[config.mk]
export PLATFORM = sky130hd
export DESIGN_NAME = systolic_skew_feeder_flat
export DESIGN_NICKNAME = d
export VERILOG_FILES = /design/src/rtl/systolic_skew_feeder_if.sv /design/src/rtl/systolic_skew_feeder.sv /design/src/flat_wrapper.sv
export SDC_FILE = /design/constraint.sdc
export NUM_CORES = 2
export LEC_CHECK = 0
export ABC_CLOCK_PERIOD_IN_PS = 2100
export CORE_ASPECT_RATIO = 1.2
export CORE_UTILIZATION = 30
export DETAILED_ROUTE_END_ITERATION = 12
export DONT_BUFFER_PORTS = 1
export PLACE_DENSITY_LB_ADDON = 0.2
export SLEW_MARGIN = 30
export SYNTH_ARGS = -nofsm -noshare
export SYNTH_HDL_FRONTEND = slang
export SYNTH_SLANG_ARGS = --single-unit
[constraint.sdc]
create_clock -name clk -period 2.1 [get_ports clk]
set_clock_uncertainty 0.05 [all_clocks]
set_input_delay 0.315 -clock clk [delete_from_list [all_inputs] [get_ports clk]]
set_output_delay 0.315 -clock clk [all_outputs]
set_load 0.03 [all_outputs]
[src/rtl/systolic_skew_feeder_if.sv]
// Column stream into the skew feeder: valid/ready handshake carrying one
// activation column per beat plus an end-of-burst marker.
interface systolic_skew_feeder_if #(
    parameter int DATA_WIDTH = 32,
    parameter int ROWS       = 10
);
    logic                  in_valid;
    logic                  in_ready;
    logic                  in_last;
    logic [DATA_WIDTH-1:0] in_data [ROWS];

    modport master (output in_valid, output in_data, output in_last, input in_ready);
    modport slave  (input in_valid, input in_data, input in_last, output in_ready);
endinterface

[src/rtl/systolic_skew_feeder.sv]
// Skews incoming columns into the diagonal wavefront for the systolic array.
// Optional macro SKEW_FEEDER_ZERO_PAD_EN: stages carrying en=0 present zero data.
module systolic_skew_feeder #(
    parameter int DATA_WIDTH = 32,
    parameter int ROWS       = 10,
    parameter int CNT_W      = $clog2(ROWS + 1)
) (
    input  logic                  clk,
    input  logic                  rst_n,
    systolic_skew_feeder_if.slave stream,
    output logic [ROWS-1:0]       en_left,
    output logic [DATA_WIDTH-1:0] data_left [ROWS],
    output logic                  busy,
    output logic                  done
);

    typedef enum logic [1:0] {
        IDLE,
        FEED,
        DRAIN
    } state_t;

    state_t           state_q, state_d;
    logic [CNT_W-1:0] cnt_q, cnt_d;
    logic             ready;
    logic             accept;

    // No backpressure from the array, so only a draining burst blocks input.
    assign ready           = (state_q != DRAIN);
    assign accept          = stream.in_valid && ready;
    assign stream.in_ready = ready;

    always_ff @(posedge clk or negedge rst_n) begin
        if (!rst_n) begin
            state_q <= IDLE;
            cnt_q   <= '0;
        end else begin
            state_q <= state_d;
            cnt_q   <= cnt_d;
        end
    end

    always_comb begin
        state_d = state_q;
        cnt_d   = cnt_q;
        busy    = 1'b0;
        done    = 1'b0;
        case (state_q)
            IDLE: begin
                if (accept) begin
                    if (stream.in_last) begin
                        state_d = DRAIN;
                        cnt_d   = CNT_W'(ROWS - 1);
                    end else begin
                        state_d = FEED;
                    end
                end
            end
            FEED: begin
                busy = 1'b1;
                if (accept && stream.in_last) begin
                    state_d = DRAIN;
                    cnt_d   = CNT_W'(ROWS - 1);
                end
            end
            DRAIN: begin
                busy = 1'b1;
                // The counter hits zero exactly when the last beat sits on the bottom row.
                if (cnt_q == '0) begin
                    done    = 1'b1;
                    state_d = IDLE;
                end else begin
                    cnt_d = cnt_q - 1'b1;
                end
            end
            default: state_d = IDLE;
        endcase
    end

    // Lane i is i+1 stages deep; lanes keep shifting in every state so holes flush out.
    for (genvar i = 0; i < ROWS; i++) begin : g_lane
        logic                  en_q   [i+1];
        logic [DATA_WIDTH-1:0] data_q [i+1];

        always_ff @(posedge clk or negedge rst_n) begin
            if (!rst_n) begin
                for (int k = 0; k <= i; k++) begin
                    en_q[k] <= 1'b0;
                end
            end else begin
                en_q[0] <= accept;
                for (int k = 1; k <= i; k++) begin
                    en_q[k] <= en_q[k-1];
                end
            end
        end

        always_ff @(posedge clk or negedge rst_n) begin
            if (!rst_n) begin
                for (int k = 0; k <= i; k++) begin
                    data_q[k] <= '0;
                end
            end else begin
`ifdef SKEW_FEEDER_ZERO_PAD_EN
                data_q[0] <= accept ? stream.in_data[i] : '0;
                for (int k = 1; k <= i; k++) begin
                    data_q[k] <= en_q[k-1] ? data_q[k-1] : '0;
                end
`else
                if (accept) begin
                    data_q[0] <= stream.in_data[i];
                end
                for (int k = 1; k <= i; k++) begin
                    if (en_q[k-1]) begin
                        data_q[k] <= data_q[k-1];
                    end
                end
`endif
            end
        end

        assign en_left[i]   = en_q[i];
        assign data_left[i] = data_q[i];
    end

endmodule

[src/flat_wrapper.sv]
// flat-port wrapper written by rule: the top's interface ports become plain ports
module systolic_skew_feeder_flat 
#(
    parameter int DATA_WIDTH = 32,
    parameter int ROWS       = 10,
    parameter int CNT_W      = $clog2(ROWS + 1)
)
  (clk, rst_n, en_left, data_left, busy, done, stream_in_valid, stream_in_data, stream_in_last, stream_in_ready);
  systolic_skew_feeder_if #(.DATA_WIDTH(DATA_WIDTH), .ROWS(ROWS)) stream_i ();
  input  logic clk;
  input  logic rst_n;
  output logic [ROWS-1:0] en_left;
  output logic [DATA_WIDTH-1:0] data_left[ROWS];
  output logic busy;
  output logic done;
  input wire logic [$bits(stream_i.in_valid)-1:0] stream_in_valid;
  input wire logic [$bits(stream_i.in_data)-1:0] stream_in_data;
  input wire logic [$bits(stream_i.in_last)-1:0] stream_in_last;
  output wire logic [$bits(stream_i.in_ready)-1:0] stream_in_ready;
  assign stream_i.in_valid = stream_in_valid;
  assign stream_i.in_data = {>>{stream_in_data}};
  assign stream_i.in_last = stream_in_last;
  assign stream_in_ready = stream_i.in_ready;
  systolic_skew_feeder #(.DATA_WIDTH(DATA_WIDTH), .ROWS(ROWS), .CNT_W(CNT_W)) u_core (.clk(clk), .rst_n(rst_n), .stream(stream_i), .en_left(en_left), .data_left(data_left), .busy(busy), .done(done));
endmodule
Word level (Yosys, flattened, before mapping) --
Index checks and enable logic that the tools add are counted. Widths: inputs -> output; s select.
Cells by class: reduce and logical (&&, ||, !) cells 8, add/subtract/negate cells 1, muxes and demuxes 13, equality and inequality tests 8
Operators with widths (count):
- $mux 4 | 4
- $pmux 4 s3 | 1
- $mux 2 | 4
- $ne 2x1->1 const B | 3
- $ne 2x2->1 const B | 3
- $pmux 2 s3 | 1
- $reduce_and 5->1 | 1
- $logic_not 4->1 | 1
- $sub 4x1->4 const B | 1
- $mux 1 | 3
- $reduce_and 3->1 | 1
- $reduce_bool 3->1 | 1
- $eq 2x1->1 const B | 1
- $eq 2x2->1 const B | 1
- $logic_and 1x1->1 | 2
- $logic_not 2->1 | 1
- $reduce_or 2->1 | 1
Storage, ports and cells: flip-flop bits (word level) 1776, input bits 324

Depth between registers and ports, before layout --
word-level depth 5, depth in mapped cells 8, gate-level depth less buffers 5

Worst setup path after synthesis --
No wires, ideal clock.
path kind register -> register, start register u_core.state_q[0], end register u_core.g_lane[0].data_q[21] (netlist bit), buffers on the path 4, data required time 1.925 ns, slack 0.319 ns, arrival 1.606 ns, clock period less this slack 1.781 ns, cell stages (with the launch flop) 9, cell sequence dfrtp_1 > inv_1 > ha_1 > buf_6 > nor2b_4 > buf_6 > buf_12 > buf_12 > mux2_4
Between the ends: longest elaborated chain between the ends 2
RTL lines:
- start, declared | RTL line systolic_skew_feeder.sv:23 | state_t state_q, state_d;
- start signal, assigned | RTL line systolic_skew_feeder.sv:38 | state_q <= state_d;
- $ne 2x2->1 | RTL line systolic_skew_feeder.sv:29 | assign ready = (state_q != DRAIN);
- $logic_and 1x1->1 | RTL line systolic_skew_feeder.sv:30 | assign accept = stream.in_valid && ready;
- end signal, assigned by index | RTL line systolic_skew_feeder.sv:115 | data_q[k] <= data_q[k-1];
- end, declared | RTL line systolic_skew_feeder.sv:83 | logic [DATA_WIDTH-1:0] data_q [i+1];
Every way passes these cells. A chain may end at the register's enable or synchronous reset.

Worst setup path after layout --
start register u_core.cnt_q[1], end output port done
Between the ends: longest elaborated chain between the ends 3
RTL lines:
- start, declared | RTL line systolic_skew_feeder.sv:24 | logic [CNT_W-1:0] cnt_q, cnt_d;
- start signal, assigned | RTL line systolic_skew_feeder.sv:39 | cnt_q <= cnt_d;
- $logic_not 4->1 | RTL line systolic_skew_feeder.sv:69 | if (cnt_q == '0) begin
- $mux 1 | RTL line systolic_skew_feeder.sv:69
- $mux 1 | RTL line systolic_skew_feeder.sv:48 | case (state_q)
- end, declared | RTL line flat_wrapper.sv:15 | output logic done;
Every way passes these cells.

==> impl_results.md <==
- Outcome: finished, violations left
- Failing checks: hold timing, setup timing
- Distinct cell type count of the synthesized netlist: 33
- Min-Delay Path Class: input port to asynchronous set/reset pin
- Crit-path max cell delay: between 0.3 and 0.4 ns
- Worst Path Max Fanout: 3
- Initial antenna violation count: 24
- CTS Buf Count: slightly below 200
- Syn Std Cell Area: a little under 70000 µm²
- Sinks on Clock Net: 1776
- Vias: 32782
- Worst-skew pair later-pin latency: 0.87 ns
- H-tree levels: 4
- Antenna Nets Post-Route: 0
- RR Startpoint: u_core.state_q[1]
- DR WL/cell: 21.2 µm
- Row count: 192
- Initial Util: 0.302
- Crit path from: u_core.cnt_q[1]
- WHS: -0.884 ns
- First-pass GRT wire length: between 200 and 250 mm
- Critical path class: flip-flop to output pin
- YS warnings: 0
- Area grow syn2layout: 19.4%
- Worst setup SP type: flip-flop
- Global Route Usage Sum: 0.136
- CP Data Arrival Time: 1.86 ns
- IO Port Bufs: 0
- Starting DRT DRC Count: 1107
- Die Wd: about 440 µm
- Critical Path RT: 1.74 ns
- Longest Clk Path Bufs: 4
- Seq/Total Area, Yosys: 0.643
- Tmin final: between 2 and 2.5 ns
- DRT Pass-1 Iters: 4
- FF-to-FF setup slack: approximately 0.1 ns
- Maxcap violations: 0
- Most frequent cells in the layout: dfrtp_1 (1767), mux2_2 (1489), dlygate4sd3_1 (347), mux2_4 (270), clkbuf_16 (203)
- PwrDens: about 1600 nW/µm²
- Root Driver: clkbuf_16
- Vias per cell: 4.39
- Commonest non-fill, non-tap cell in the layout: dfrtp_1
- Post-Syn Area per Cell: 17.0 µm²
- Final net count: approximately 4600
- Tightest Pin Transition: 0.581 ns
- Critical path buffers and inverters: 2
- Post-Synthesis Net Count: around 4400
- Endpoints failing setup: 3
- Fin. Hold Viols: roughly 190
- WL final: about 160 mm
- Clk slew on worst S/H paths: roughly 0.060 ns
- Remaining global-route overflow: 0
- I/O pin cnt: between 600 and 700
- Worst IR drop on VDD: about 0.97 mV
- Setup tns final: -0.242 ns
- Tcrit/Tclk final: 1.06
- Layout cells sized above 1: 0.507
- Max Freq: approximately 0.45 GHz
- R2R depth: 6
- DR DRC count: 0
- CORE AREA: 229000 µm²
- Vias in the first global route: roughly 36000
- Worst Setup End Kind: output pin
- Post-DP HPWL: between 90 and 100 mm
- Gpl congestion: around 0.76
- RSZ-0062 raised after global routing: true
- Pin count of the biggest net entering global routing: 94
- Delay-heaviest family, CP: flip-flops
- Cells after Synth: about 4100
- Crit-path slowest cell: dfrtp_1
- Flops & latches, synth: roughly 1800
- CP Cell Sequence: inv_2, ha_4, and4bb_2, buf_6
- Max-slew violations: 0
- Reg2reg end: u_core.g_lane[1].data_q[47]
- Lkg Pwr: around 35 nW
- Die area: between 200000 and 250000 µm²
- Relative slew slack: 0.613
- TritonCTS clock tree: yes
- Fin util: 0.361
- Die Y: about 530 µm
- Final worst setup slack: -0.127 ns
## report_power, final
part	leakage, nW	total (mW)	internal [mW]	switching, mW
registers	20.9	67.4	50.8	16.6
logic	11.4	30.0	19.7	10.2
clock network	3.06	33.5	19.5	14.0
total	35.4	131	90.0	40.9
## worst reg2reg max path, cell delays in order, from the launching register on
cell and delay [ns]:
dfrtp_1 0.41, ha_4 0.18, buf_4 0.13, nor2b_4 0.16
buf_12 0.24, buf_12 0.34, mux2_4 0.36
## kinds of logic (layout without fill, tap and decap cells)
group | Yosys count | count (layout) | share of synthesized area
AO/OA/AOI/OAI | 11 | 11 | 0.00118
adder cells (fa/ha/maj) | 6 | 6 | 0.00109
buffers and inverters | 496 | 871 | 0.0525
flip-flops | 1776 | 1776 | 0.643
multiplexers | 1762 | 1762 | 0.301
other | 0 | 19 | 0
AND/OR/NAND/NOR | 12 | 12 | 0.00125
## metal layers
| layer | part of all wire | vias up | global-route usage |
|---|---|---|---|
| li1 | - | 14482 | - |
| met2 | 0.50 | 627 | 0.233 |
| met5 | 0.00037 | - | 0 |
| met3 | 0.058 | 252 | 0.0365 |
| met1 | 0.41 | 17411 | 0.167 |
| met4 | 0.024 | 10 | 0.0381 |
## worst max-delay path by stage
stage                                       end  slack (ns)  cells past startpoint
floorplan           u_core.g_lane[0].data_q[21]        0.32                      8
global placement              u_core.en_left[7]       -2.38                      4
detailed placement         u_core.data_left[86]       -2.59                      8
CTS                        u_core.data_left[82]       -0.29                     11
global route                               done       -0.24                      4
finish                                     done       -0.13                      4
## synth_stat cells (all sizes together)
cell type	number	area, µm²
mux2i	1	10.0
and4bb	1	12.5
a22oi	1	7.51
nor2	1	3.75
or3b	1	8.76
clkbuf	5	18.8
or2	1	6.26
inv	9	33.8
nor3b	1	7.51
a221oi	1	8.76
o31ai	1	7.51
dfrtp	1776	44400
o2bb2ai	1	8.76
buf	482	3580
a21oi	3	15.0
ha	6	75.1
nor2b	1	13.8
mux2	1761	20800
nand2b	1	6.26
o22ai	1	6.26
or3	1	6.26
nor3	1	5.00
nand2	1	3.75
nand3b	1	7.51
a211oi	3	27.5
nand3	1	5.00
## repair_timing
action,in CTS,in global routing
hold endpoints to repair,961,323
hold buffers,354,12
pin swaps,4,1
resized for setup,21,1
cloned,25,7
setup buffers,17,2
setup endpoints to repair,684,341
## area by class of cell
type,instances,area (µm²)
Fill cell,21728,146000
Sequential cell,1776,44500
Multi-Input combinational cell,1791,21100
Timing Repair Buffer,523,6940
Clock buffer,281,5600
Tap cell,3007,3760
Clock inverter,58,609
Antenna cell,19,47.5
Inverter,9,37.5
## stage by stage
step	setup WS [ns]	power (mW)	cell area (µm²)	std cells
after floorplan	0.319	91.2	69200	4063
after global placement	-2.38	96.2	71000	6686
after CTS	-0.293	134	82200	7428
final	-0.127	131	82600	7464
after detailed placement	-2.59	97.5	71200	6695
after global routing	-0.240	139	82600	7457
## flip-flops by register name, indices dropped and copies added (netlist names)
name and count:
u_core.g_lane.data_q 1472, u_core.data_left 288, u_core.en_left 6, u_core.cnt_q 4, u_core.g_lane.en_q 4, u_core.state_q 2
Power figures use the tool's default switching activity.
